## src/rtl/segment_source.sv

```systemverilog
// rtl/segment_source.sv - waypoint FIFO to collision-detector segment stream; optional result capture under SEG_SOURCE_HIT_EN
module segment_source #(
    parameter int DEPTH   = 8,
    parameter int SPACING = 1
) (
    input  logic       clk,
    input  logic       reset,
    input  logic       wp_val,
    output logic       wp_rdy,
    input  logic [7:0] wp_x,
    input  logic [7:0] wp_y,
    input  logic [7:0] wp_z,
    input  logic       wp_last,
    output logic       seg_val,
    output logic [7:0] seg_x1,
    output logic [7:0] seg_y1,
    output logic [7:0] seg_z1,
    output logic [7:0] seg_x2,
    output logic [7:0] seg_y2,
    output logic [7:0] seg_z2,
    output logic [7:0] seg_id,
    input  logic       res_val,
    input  logic [7:0] res_line_id,
    output logic       path_done,
    output logic       hit,
    output logic [7:0] hit_id
);

    localparam int AW = $clog2(DEPTH);
    localparam int GW = (SPACING > 1) ? $clog2(SPACING) : 1;

    typedef enum logic [1:0] {S_FIRST, S_EMIT, S_GAP} state_t;

    state_t        state, state_nxt;
    logic [24:0]   mem [DEPTH];
    logic [AW-1:0] rd_ptr, wr_ptr;
    logic [AW:0]   count;
    logic          push, pop, first_pop, emit_pop, empty, head_last;
    logic [24:0]   head;
    logic [23:0]   prev;
    logic [7:0]    seg_cnt;
    logic [GW-1:0] gap_cnt;

    assign wp_rdy    = (count != (AW+1)'(DEPTH));
    assign empty     = (count == '0);
    assign push      = wp_val && wp_rdy;
    assign head      = mem[rd_ptr];
    assign head_last = head[0];

    always_ff @(posedge clk) begin
        if (push)
            mem[wr_ptr] <= {wp_x, wp_y, wp_z, wp_last};
    end

    always_ff @(posedge clk or negedge reset) begin
        if (!reset) begin
            rd_ptr <= '0;
            wr_ptr <= '0;
            count  <= '0;
        end else begin
            if (push) wr_ptr <= wr_ptr + AW'(1);
            if (pop)  rd_ptr <= rd_ptr + AW'(1);
            count <= count + (AW+1)'(push) - (AW+1)'(pop);
        end
    end

    always_ff @(posedge clk or negedge reset) begin
        if (!reset) state <= S_FIRST;
        else        state <= state_nxt;
    end

    always_comb begin
        state_nxt = state;
        case (state)
            S_FIRST: if (!empty && !path_done && !head_last) state_nxt = S_EMIT;
            S_EMIT:  if (!empty) state_nxt = head_last ? S_FIRST : ((SPACING > 1) ? S_GAP : S_EMIT);
            S_GAP:   if (gap_cnt == '0) state_nxt = S_EMIT;
            default: state_nxt = S_FIRST;
        endcase
    end

    // A new path is not started in the same cycle path_done is still visible.
    always_comb begin
        first_pop = (state == S_FIRST) && !empty && !path_done;
        emit_pop  = (state == S_EMIT) && !empty;
        pop       = first_pop || emit_pop;
    end

    always_ff @(posedge clk or negedge reset) begin
        if (!reset) begin
            seg_val   <= 1'b0;
            path_done <= 1'b0;
            {seg_x1, seg_y1, seg_z1, seg_x2, seg_y2, seg_z2} <= '0;
            seg_id    <= '0;
            seg_cnt   <= '0;
            prev      <= '0;
            gap_cnt   <= '0;
        end else begin
            seg_val   <= emit_pop;
            path_done <= pop && head_last;
            if (first_pop) begin
                prev    <= head[24:1];
                seg_cnt <= '0;
            end
            if (emit_pop) begin
                {seg_x1, seg_y1, seg_z1} <= prev;
                {seg_x2, seg_y2, seg_z2} <= head[24:1];
                seg_id  <= seg_cnt;
                seg_cnt <= seg_cnt + 8'd1;
                prev    <= head[24:1];
                gap_cnt <= GW'(SPACING - 2);
            end else if (state == S_GAP && gap_cnt != '0) begin
                gap_cnt <= gap_cnt - GW'(1);
            end
        end
    end

`ifdef SEG_SOURCE_HIT_EN
    // A path start clears the capture and takes priority over a coincident result.
    always_ff @(posedge clk or negedge reset) begin
        if (!reset) begin
            hit    <= 1'b0;
            hit_id <= '0;
        end else if (first_pop) begin
            hit    <= 1'b0;
            hit_id <= '0;
        end else if (res_val && !hit) begin
            hit    <= 1'b1;
            hit_id <= res_line_id;
        end
    end
`else
    logic unused_res;
    assign unused_res = res_val ^ (^res_line_id);
    assign hit        = 1'b0;
    assign hit_id     = '0;
`endif

endmodule

```

## config.mk

```make
export PLATFORM = sky130hd
export DESIGN_NAME = segment_source
export DESIGN_NICKNAME = d
export VERILOG_FILES = /design/src/rtl/segment_source.sv
export SDC_FILE = /design/constraint.sdc
export NUM_CORES = 1
export LEC_CHECK = 0
export BUFFER_PORTS_ARGS = -buffer_cell sky130_fd_sc_hd__buf_2
export CAP_MARGIN = 15
export CORE_UTILIZATION = 50
export DETAILED_ROUTE_END_ITERATION = 8
export HOLD_SLACK_MARGIN = 0.06
export PLACE_DENSITY = 0.72
export SLEW_MARGIN = 20
export SYNTH_ARGS = -nofsm -noshare
export SYNTH_HDL_FRONTEND = slang
export SYNTH_SLANG_ARGS = --single-unit
```

## constraint.sdc

```tcl
create_clock -name clk -period 7.59 [get_ports clk]
set_input_delay 0.3795 -clock clk [delete_from_list [all_inputs] [get_ports clk]]
set_output_delay 0.3795 -clock clk [all_outputs]
set_load 0.05 [all_outputs]
```

==> flow_results.org, run 1 <==
** Floorplan
- Overall die area :: 25,120 µm²
- Chip Width :: approximately 160 µm
- Core ar. :: approximately 24,000 µm²
- Effective utilization at floorplan :: 0.5155
- I/O pin total :: between 100 and 150
- Die H :: 158.5 µm
- The initialized floorplan defines 56 standard-cell rows.

** Clock tree
- TritonCTS built the clock tree.
- Clock sink count :: about 300
- Bufs on Longest Clock Path :: 3
- After clock tree synthesis, the clock-pin slew on the worst setup and hold paths is roughly 0.060 ns.
- CTS built an H-tree with a depth of 1.
- Later-pin clock latency in the skew report :: around 0.53 ns
- Number of cells upsized or downsized after cts :: 0
- Number of setup buffers added after CTS :: 0
- TritonCTS created 29 clock buffers.
- Cell at the root of the clock tree :: clkbuf_16

** Timing
- Portion of the clock cycle consumed by the worst path in the final layout :: 0.3835
- Setup violators final :: 0
- Setup repair after global routing left no endpoint under its margin.
- Headroom to the max-slew limit came out at 0.3370.
- At the pin with the least slew margin, the transition time is ~0.99 ns.
- Across the routed clock network, the largest skew measured is just under 0.008 ns.
- Post-route setup TNS :: 0 ns
- Upper clock frequency limit :: 343.6 MHz
- Number of pins with negative max-slew slack in the final report :: 0
- After layout, the worst setup slack is roughly 4.7 ns.
- Shortest period the worst path allows :: about 2.9 ns
- The final number of hold-violating endpoints is 0.

** Final layout
- Final net count :: 862
- After filler insertion, the fill cell instance count of the layout stands at roughly 1,800.
- Of the cells placed in the final design, the portion with a size suffix greater than 1 is 0.3668.
- Post-layout instance count excluding filler cells :: 1,157
- After routing the design area is approximately 14,000 µm².
- Area growth syn-to-layout :: 12.75%

** Run status
- Result of the run :: completed

** Pwr
- Total chip power :: 6.276 mW
- Pwr per Cell Area :: around 450 nW/µm²
- Internal cell power :: around 3.9 mW
- Fraction of power consumed by the clock network :: 0.216
- The share of total power dissipated in combinational logic is 0.398.
- Switching power of the nets :: between 2 and 2.5 mW
- In this run the static leakage power is roughly 5.5 nW.
- Of the total power, the share spent switching nets is 0.3733.
- Of the total power, registers draw 0.386.
- IR analysis of the VDD net gives a maximum drop of 0.0002374 V.

** GRT
- Pin count of the biggest net entering global routing :: 64
- The total overflow left after global routing is 0.
- Via count of the first global-routing pass :: roughly 6,000
- Global-route wire length before repair :: ~34,000 µm
- The number of antenna violations at the first check in global routing was 1.
- Global-route usage over all layers :: 0.1836

** Detailed routing
- For this block, the initial DRC count from the detailed router was 400.
- Wire per inst :: 19.27 µm
- Wires add up to about 22,000 µm.
- Remaining DRCs :: 0
- The first detailed-routing pass took 4 iterations.
- The count of nets left with antenna violations once routing finished came out at 0.
- After detailed routing, the number of vias per cell comes to ~5.3.
- Overall via count from detail_route :: a little over 6,000

** Placed design
- In this run the cell area measured after placement is 12,880 µm².
- Number of port buffers :: 86
- Inst Count DP :: about 1,100
- Before CTS, the worst setup slack after placement is about 4.7 ns.
- The wire-length estimate of the detail-placed layout is 13,120 µm.
- At the end of routability-driven placement, the weighted congestion stood at between 0.6 and 0.7.

** Logic synthesis
- Number of synthesized flops with an enable pin :: 200
- Post-synth top flop :: edfxtp_1
- Synthesis handed over a netlist of 719 instances.
- Number of distinct library cell variants in the gate-level netlist after synthesis :: 47
- The share of synthesized area in the top cell type comes to 0.4904.
- Number of register bits inferred by synthesis :: approximately 300
- A synthesized cell averages 17.03 µm².
- Portion of the post-synthesis area used by sequential elements :: 0.6968
- The biggest area contributor in the post-synthesis netlist is edfxtp_1.
- Main area contributors after synthesis :: edfxtp_1 49%, dfrtp_1 21%, mux2_2 5.9%, mux2i_1 4.3%, mux2_4 4.2%
- After synthesis the cells add up to 12,250 µm².
- Of all flip-flops after synthesis, the portion carrying an async set or reset was 0.3355.
- During synthesis, Yosys emitted a total of 0 warnings.

** Critical path
- CP endpoint kind :: flop
- Critical Path RT :: between 8 and 9 ns
- The worst register-to-register path has a depth of 5.
- CP max FO :: 63
- Signal arrival time at the worst endpoint :: 3.33 ns
- The worst setup path is launched from a flop.
- The critical path is of the reg2reg type.

** Job
- Max cap viols :: 0

** Min path
- Counting instances, the worst hold path has a depth of 1.
- Type of the worst min-delay path :: in2reg
[worst max-delay path, stage by stage, from the launching register on]
cell      delay (ns)
dfrtp_4         0.84
buf_4           0.88
mux2_2          0.42
o22ai_2         0.15
a221oi_2        0.10
mux2_2          0.33
[layer usage]
layer,share of wire,global-route usage,vias to the layer above
met4,0.021,0.05678,0
met5,0,0,-
met2,0.48,0.3037,151
li1,-,-,2877
met1,0.45,0.2475,3087
met3,0.050,0.03239,39
[power by group through the flow]
stage / sequential, mW / clock, mW / combinational (mW)
6_report: 2.42 / 1.36 / 2.50
5_1_grt: 2.47 / 1.45 / 2.68
4_1_cts: 2.43 / 1.39 / 2.53
3_5_place_dp: 2.46 / 0 / 2.52
3_3_place_gp: 2.45 / 0 / 2.48
2_1_floorplan: 2.86 / 0 / 1.60
[sequential cells by signal, indices dropped and copies added (netlist names), 4 cells and up]
signal and flops:
seg_x2 8, seg_x1 8, mem 200, seg_cnt 8, seg_id 8, seg_z1 8
seg_y1 8, seg_z2 8, seg_y2 8, count 4, prev 24
[per-stage QoR]
step                      hold slack, ns  utilization
after floorplan                  0.08391            -
after global placement            0.4057       0.5422
after detailed placement          0.4076       0.5422
after CTS                        0.09630       0.5812
after global routing              0.1052       0.5812
final                             0.1169       0.5813
[cells in the mapped netlist, types with 7 or more instances]
cell      instances
edfxtp_1        200
nand2_1         103
dfrtp_1         101
mux2_2           64
mux2i_1          53
mux2_4           34
a221oi_2         24
o22ai_2          24
buf_4            14
buf_2            13
buf_6             9
ha_1              9
nor2_1            8
inv_1             7
[cells in the final DEF (no fill, tap or decap), types with 3 or more instances in the layout]
| cell | instances |
|---|---|
| a21o_1 | 4 |
| a221oi_2 | 24 |
| buf_2 | 85 |
| buf_4 | 14 |
| clkbuf_1 | 5 |
| clkbuf_16 | 29 |
| clkbuf_4 | 3 |
| clkbuf_8 | 5 |
| clkinv_1 | 3 |
| clkinv_2 | 5 |
| conb_1 | 9 |
| dfrtp_1 | 100 |
| edfxtp_1 | 200 |
| ha_1 | 9 |
| inv_1 | 7 |
| mux2_2 | 64 |
| mux2_4 | 34 |
| mux2i_1 | 53 |
| nand2_1 | 103 |
| nand2b_1 | 3 |
| nand3_1 | 3 |
| nand4_1 | 3 |
| nor2_2 | 5 |
| o21ai_0 | 3 |
| o22ai_2 | 24 |
| xnor2_1 | 3 |
[cell type report]
| class | count | area, µm² | share of cell area |
|---|---|---|---|
| sequential | 301 | 8537 | 0.6183 |
| inverter | 8 | 32.53 | 0.002356 |
| multi-input combinational | 375 | 3381 | 0.2449 |
| tap | 319 | 399.1 | 0.02891 |
| clock buffer | 42 | 835.8 | 0.06053 |
| clock inverter | 11 | 78.83 | 0.005709 |
| antenna | 1 | 2.502 | 0.0001812 |
| timing repair buffer | 100 | 540.5 | 0.03915 |
[what timing repair did]
action                     4_1_cts  5_1_grt
setup endpoints to repair        0        0
hold endpoints to repair        43        0
hold buffers                     1        0
[path summary, 6_finish.rpt]
kind | start | end | slack [ns]
worst max-delay path | rd_ptr[0] | prev[9] | 4.68
worst min-delay path | wp_z[6] | mem[2][7] | 0.12
worst max register to register | rd_ptr[0] | prev[9] | 4.68
worst min register to register | prev[0] | seg_z1[0] | 0.46
max in group asynchronous | reset | rd_ptr[0] | 5.94
min in group asynchronous | reset | prev[6] | 0.39
[kinds of logic (layout without fill, tap and decap cells)]
| group | Yosys count | count (layout) | share of synthesized area |
|---|---|---|---|
| compound gates | 65 | 65 | 0.06366 |
| xor+xnor | 5 | 5 | 0.003577 |
| fa+ha+maj | 10 | 10 | 0.01083 |
| buf+inv | 51 | 161 | 0.03321 |
| flops | 301 | 301 | 0.6968 |
| mux | 152 | 152 | 0.1448 |
| other cells | 1 | 10 | 0.0003062 |
| simple gates | 134 | 134 | 0.04680 |
Note: power is estimated with default switching activity, not from simulation.
==> run 2: changes to the inputs <==
Settings changed: ABC_AREA set to 1.
Clock period 7.59 ns to 2.7 ns, I/O delays scaled along.
==> flow_results.org, run 2 <==
** Pwr
- Comb pwr share :: 0.392 (was 0.398)
- The power spent charging and discharging nets came to 7.464 mW (was 2.343 mW).
- Pwr per Cell Area :: 1241 nW/µm² (was 454.6 nW/µm²)
- The net switching fraction of the power is 0.4077 (was 0.3733).
- Max IR drop VDD :: 0.0007029 V (was 0.0002374 V)
- The relative contribution of sequential cells to total power is 0.359 (was 0.386).
- The cell internal power dissipation came to 10.84 mW (was 3.934 mW).
- Cell leakage power :: 6.919 nW (was 5.472 nW)
- Fraction of power consumed by the clock network :: 0.250 (was 0.216)

** Timing
- Post-route setup TNS :: 0 ns (unchanged)
- Shortest period the worst path allows :: 2.239 ns (was 2.911 ns)
- The setup clock skew after layout came to 0.007857 ns (was 0.007737 ns).
- The post-route worst hold slack was 0.1361 ns (was 0.1169 ns).
- The achievable clock frequency came to 446.7 MHz (was 343.6 MHz).
- The max-slew headroom at the worst pin is 0.2377 (was 0.3370).
- Portion of the clock cycle consumed by the worst path in the final layout :: 0.8291 (was 0.3835)
- The number of pins with negative max-slew slack in the final report is 0 (unchanged).
- The final number of hold-violating endpoints came to 0 (unchanged).
- Unrepaired setup endpoints after global routing :: false (unchanged)
- Measured slew at the worst slew-check pin :: 1.143 ns (was 0.9945 ns)
- Setup violators final :: 0 (unchanged)

** Logic synthesis
- Leading area contributor after synthesis :: edfxtp_1 (unchanged)
- The average cell area after synthesis is 10.29 µm² (was 17.03 µm²).
- The flip-flop cell with the highest count after synthesis was edfxtp_1 (unchanged).
- Share of flip-flops with an asynchronous set or reset after synthesis :: 0.3355 (unchanged)
- Proportion of netlist area held by the largest area contributor :: 0.4727 (was 0.4904)
- Synth top cells by count: 457 x nand2_1, 200 x edfxtp_1, 185 x nand3_1 (was 200 x edfxtp_1, 103 x nand2_1, 101 x dfrtp_1).
- Main area contributors after synthesis :: edfxtp_1 47%, dfrtp_1 20%, nand2_1 14%, nand3_1 7.3%, inv_1 5.0% (was edfxtp_1 49%, dfrtp_1 21%, mux2_2 5.9%, mux2i_1 4.3%, mux2_4 4.2%)
- The share of the yosys chip area belonging to registers came to 0.6717 (was 0.6968).
- The number of enable flip-flop cells after synthesis was 200 (unchanged).
- Cell with the most instances after synthesis :: nand2_1 (was edfxtp_1)
- The number of synthesized register bits was 301 (unchanged).
- The number of unique standard cell types used by synthesis was 23 (was 47).
- The number of warnings reported in the yosys synthesis log came to 0 (unchanged).
- Synth Cell Area :: 12,700 µm² (was 12,250 µm²)
- Instance count of the mapped netlist :: 1,235 (was 719)

** Final layout
- Final net count :: 1,400 (was 862)
- Highest-count cells in the layout ignoring fill and taps :: 456 x nand2_1, 200 x edfxtp_1, 185 x nand3_1 (was 200 x edfxtp_1, 103 x nand2_1, 100 x dfrtp_1)
- Sequential cell area :: 8534 µm² (was 8537 µm²)
- The area taken by multi-input logic gates was 3039 µm² (was 3381 µm²).
- The proportion of layout cells with a drive suffix above 1 came to 0.1329 (was 0.3668).
- The final cell count without fillers is 1,701 (was 1,157).
- Regs by FF count: mem: 200 flops, prev: 24 flops (unchanged).
- The post-synthesis to final-layout area growth came to 16.08% (was 12.75%).
- The most common cell after layout, fill and taps aside is nand2_1 (was edfxtp_1).
- The flip-flop count of the largest register, all copies and words added was 200 (unchanged).
- The number of inserted filler cells in the final layout came to 2,007 (was 1,790).
- The register containing the most flip-flops in the final layout was mem (unchanged).
- N_diodes :: 0 (was 1)

** Floorplan
- The x dimension of the die was 161.4 µm (was 158.5 µm).
- The core area is 24,600 µm² (was 23,750 µm²).
- I/O pin total :: 105 (unchanged)
- The number of rows created at floorplan came to 57 (was 56).
- Die H :: 161.4 µm (was 158.5 µm)
- The starting density of the core came to 0.5163 (was 0.5155).
- The area of the die was 26,050 µm² (was 25,120 µm²).

** Critical path
- The largest fanout on the critical path is 7 (was 63).
- The type of the worst setup path is reg2reg (unchanged).
- The startpoint class of the critical path is a flop (unchanged).
- The category of the worst setup path capture point was a flop (unchanged).
- Signal arrival time at the worst endpoint :: 2.50 ns (was 3.33 ns)
- Critical Path RT :: 2.96 ns (was 8.01 ns)

** Job
- The number of violations of the max-capacitance limit came to 0 (unchanged).

** Detailed routing
- Wire per inst :: 16.09 µm (was 19.27 µm)
- The overall via count from detail_route was 8,701 (was 6,154).
- The via density per instance came to 5.115 (was 5.319).
- Drt initial violations :: 890 (was 400)
- The antenna violation net count after detailed routing was 0 (unchanged).
- Detailed-route wire length :: 27,370 µm (was 22,290 µm)
- Remaining DRCs :: 0 (unchanged)
- The first-pass iteration count of the detailed router is 5 (was 4).

** GRT
- The via count of the first global-routing pass is 8,466 (was 5,988).
- The aggregate global-route resource usage was 0.2168 (was 0.1836).
- The global-route wire length before repair came to 44,060 µm (was 34,220 µm).
- Number of antenna violations at the first check in global routing :: 0 (was 1)
- The largest net degree at the start of global routing is 102 (was 64).
- Met3 usage :: 0.03416 (was 0.03239)
- The most crowded layer after global routing is met2 (unchanged).
- Global route total overflow :: 0 (unchanged)
- The fraction of met2 tracks used by global routing was 0.3517 (was 0.3037).
- The met1 track demand over resource came to 0.3012 (was 0.2475).

** Clock tree
- CTS tree :: yes (unchanged)
- Worst-path clk slew :: 0.06 ns (about the same)
- The worst-case clock buffer depth is 3 (unchanged).
- Number of levels in the clock H-tree :: 1 (unchanged)
- Clock sink count :: 301 (unchanged)
- Later-pin clock latency in the skew report :: 0.55 ns (was 0.53 ns)
- Number of setup buffers added after CTS :: 0 (unchanged)
- The TritonCTS buffer count came to 30 (was 29).
- The clock root buffer is clkbuf_16 (unchanged).

** Run status
- Result of the run :: completed (unchanged)

** Min path
- Type of the worst min-delay path :: in2async (was in2reg)

** Placed design
- Final GP Congestion :: 0.8500 (was 0.6851)
- The placed wire-length estimate came to 16,240 µm (was 13,120 µm).
- The number of cells after detailed placement was 1,617 (was 1,102).
- Number of port buffers :: 86 (unchanged)
[run 2: cell type report]
type	count	area share
flip-flops and latches	301	0.5787
repair buffers	144	0.06838
clock inverters	14	0.01688
clock buffers	42	0.05769
well taps	324	0.02749
multi-input cells	700	0.2061
inverters	176	0.04480
[run 2: kinds of logic after synthesis]
| family | Yosys count | share of synthesized area |
|---|---|---|
| compound gates | 19 | 0.007681 |
| xor+xnor | 5 | 0.003447 |
| fa+ha+maj | 10 | 0.01044 |
| buf+inv | 242 | 0.09326 |
| flops | 301 | 0.6717 |
| other cells | 1 | 0.0002952 |
| simple gates | 657 | 0.2132 |
[run 2: worst max-delay path, stage by stage (launching register included)]
cell and delay, ns:
dfrtp_1 0.33, inv_1 0.07, ha_1 0.21, nand3_1 0.10, nand2_1 0.17, or2_2 0.39
nor2_2 0.41, buf_4 0.26
[run 2: metrics by stage]
step | total power [mW] | setup slack (ns) | utilization | cell area, µm²
detailed placement | 13.74 | 0.5268 | 0.5435 | 13370
global route | 19.40 | 0.3895 | 0.5994 | 14750
finish | 18.31 | 0.4613 | 0.5994 | 14750
CTS | 18.38 | 0.4901 | 0.5996 | 14750
floorplan | 12.04 | -0.2531 | - | 12740
global placement | 13.56 | 0.5731 | 0.5435 | 13370
[run 2: timing repair]
item,CTS,global route
hold buffers,28,0
gates resized for setup,0,0
hold endpoints to repair,302,0
endpoints found under the setup margin,0,0
[run 2: worst paths after layout]
check	startpoint	end	slack, ns	cells after the start
setup / recovery	count[2]	mem[0][3]	0.46	7
hold / removal	reset	seg_cnt[6]	0.14	3
min in group clk	wp_y[1]	mem[4][10]	0.38	2
hold reg to reg	prev[23]	seg_x1[7]	0.47	2
setup reg to reg	count[2]	mem[0][3]	0.46	7
max in group asynchronous	reset	seg_y2[3]	2.06	3
[run 2: layer usage]
| metal | wire length (µm) | share of wire | up-vias |
|---|---|---|---|
| met3 | 1957 | 0.072 | 55 |
| met4 | 584 | 0.021 | 0 |
| met1 | 12020 | 0.44 | 4160 |
| met2 | 12810 | 0.47 | 326 |
| met5 | 0 | 0 | - |
| li1 | - | - | 4160 |
[run 2: power groups by stage]
stage / clock, mW / combinational [mW] / sequential (mW)
6_report: 4.57 / 7.17 / 6.56
5_1_grt: 4.83 / 7.90 / 6.67
2_1_floorplan: 0 / 4.13 / 7.90
3_5_place_dp: 0 / 7.10 / 6.65
3_3_place_gp: 0 / 6.95 / 6.61
4_1_cts: 4.62 / 7.20 / 6.56
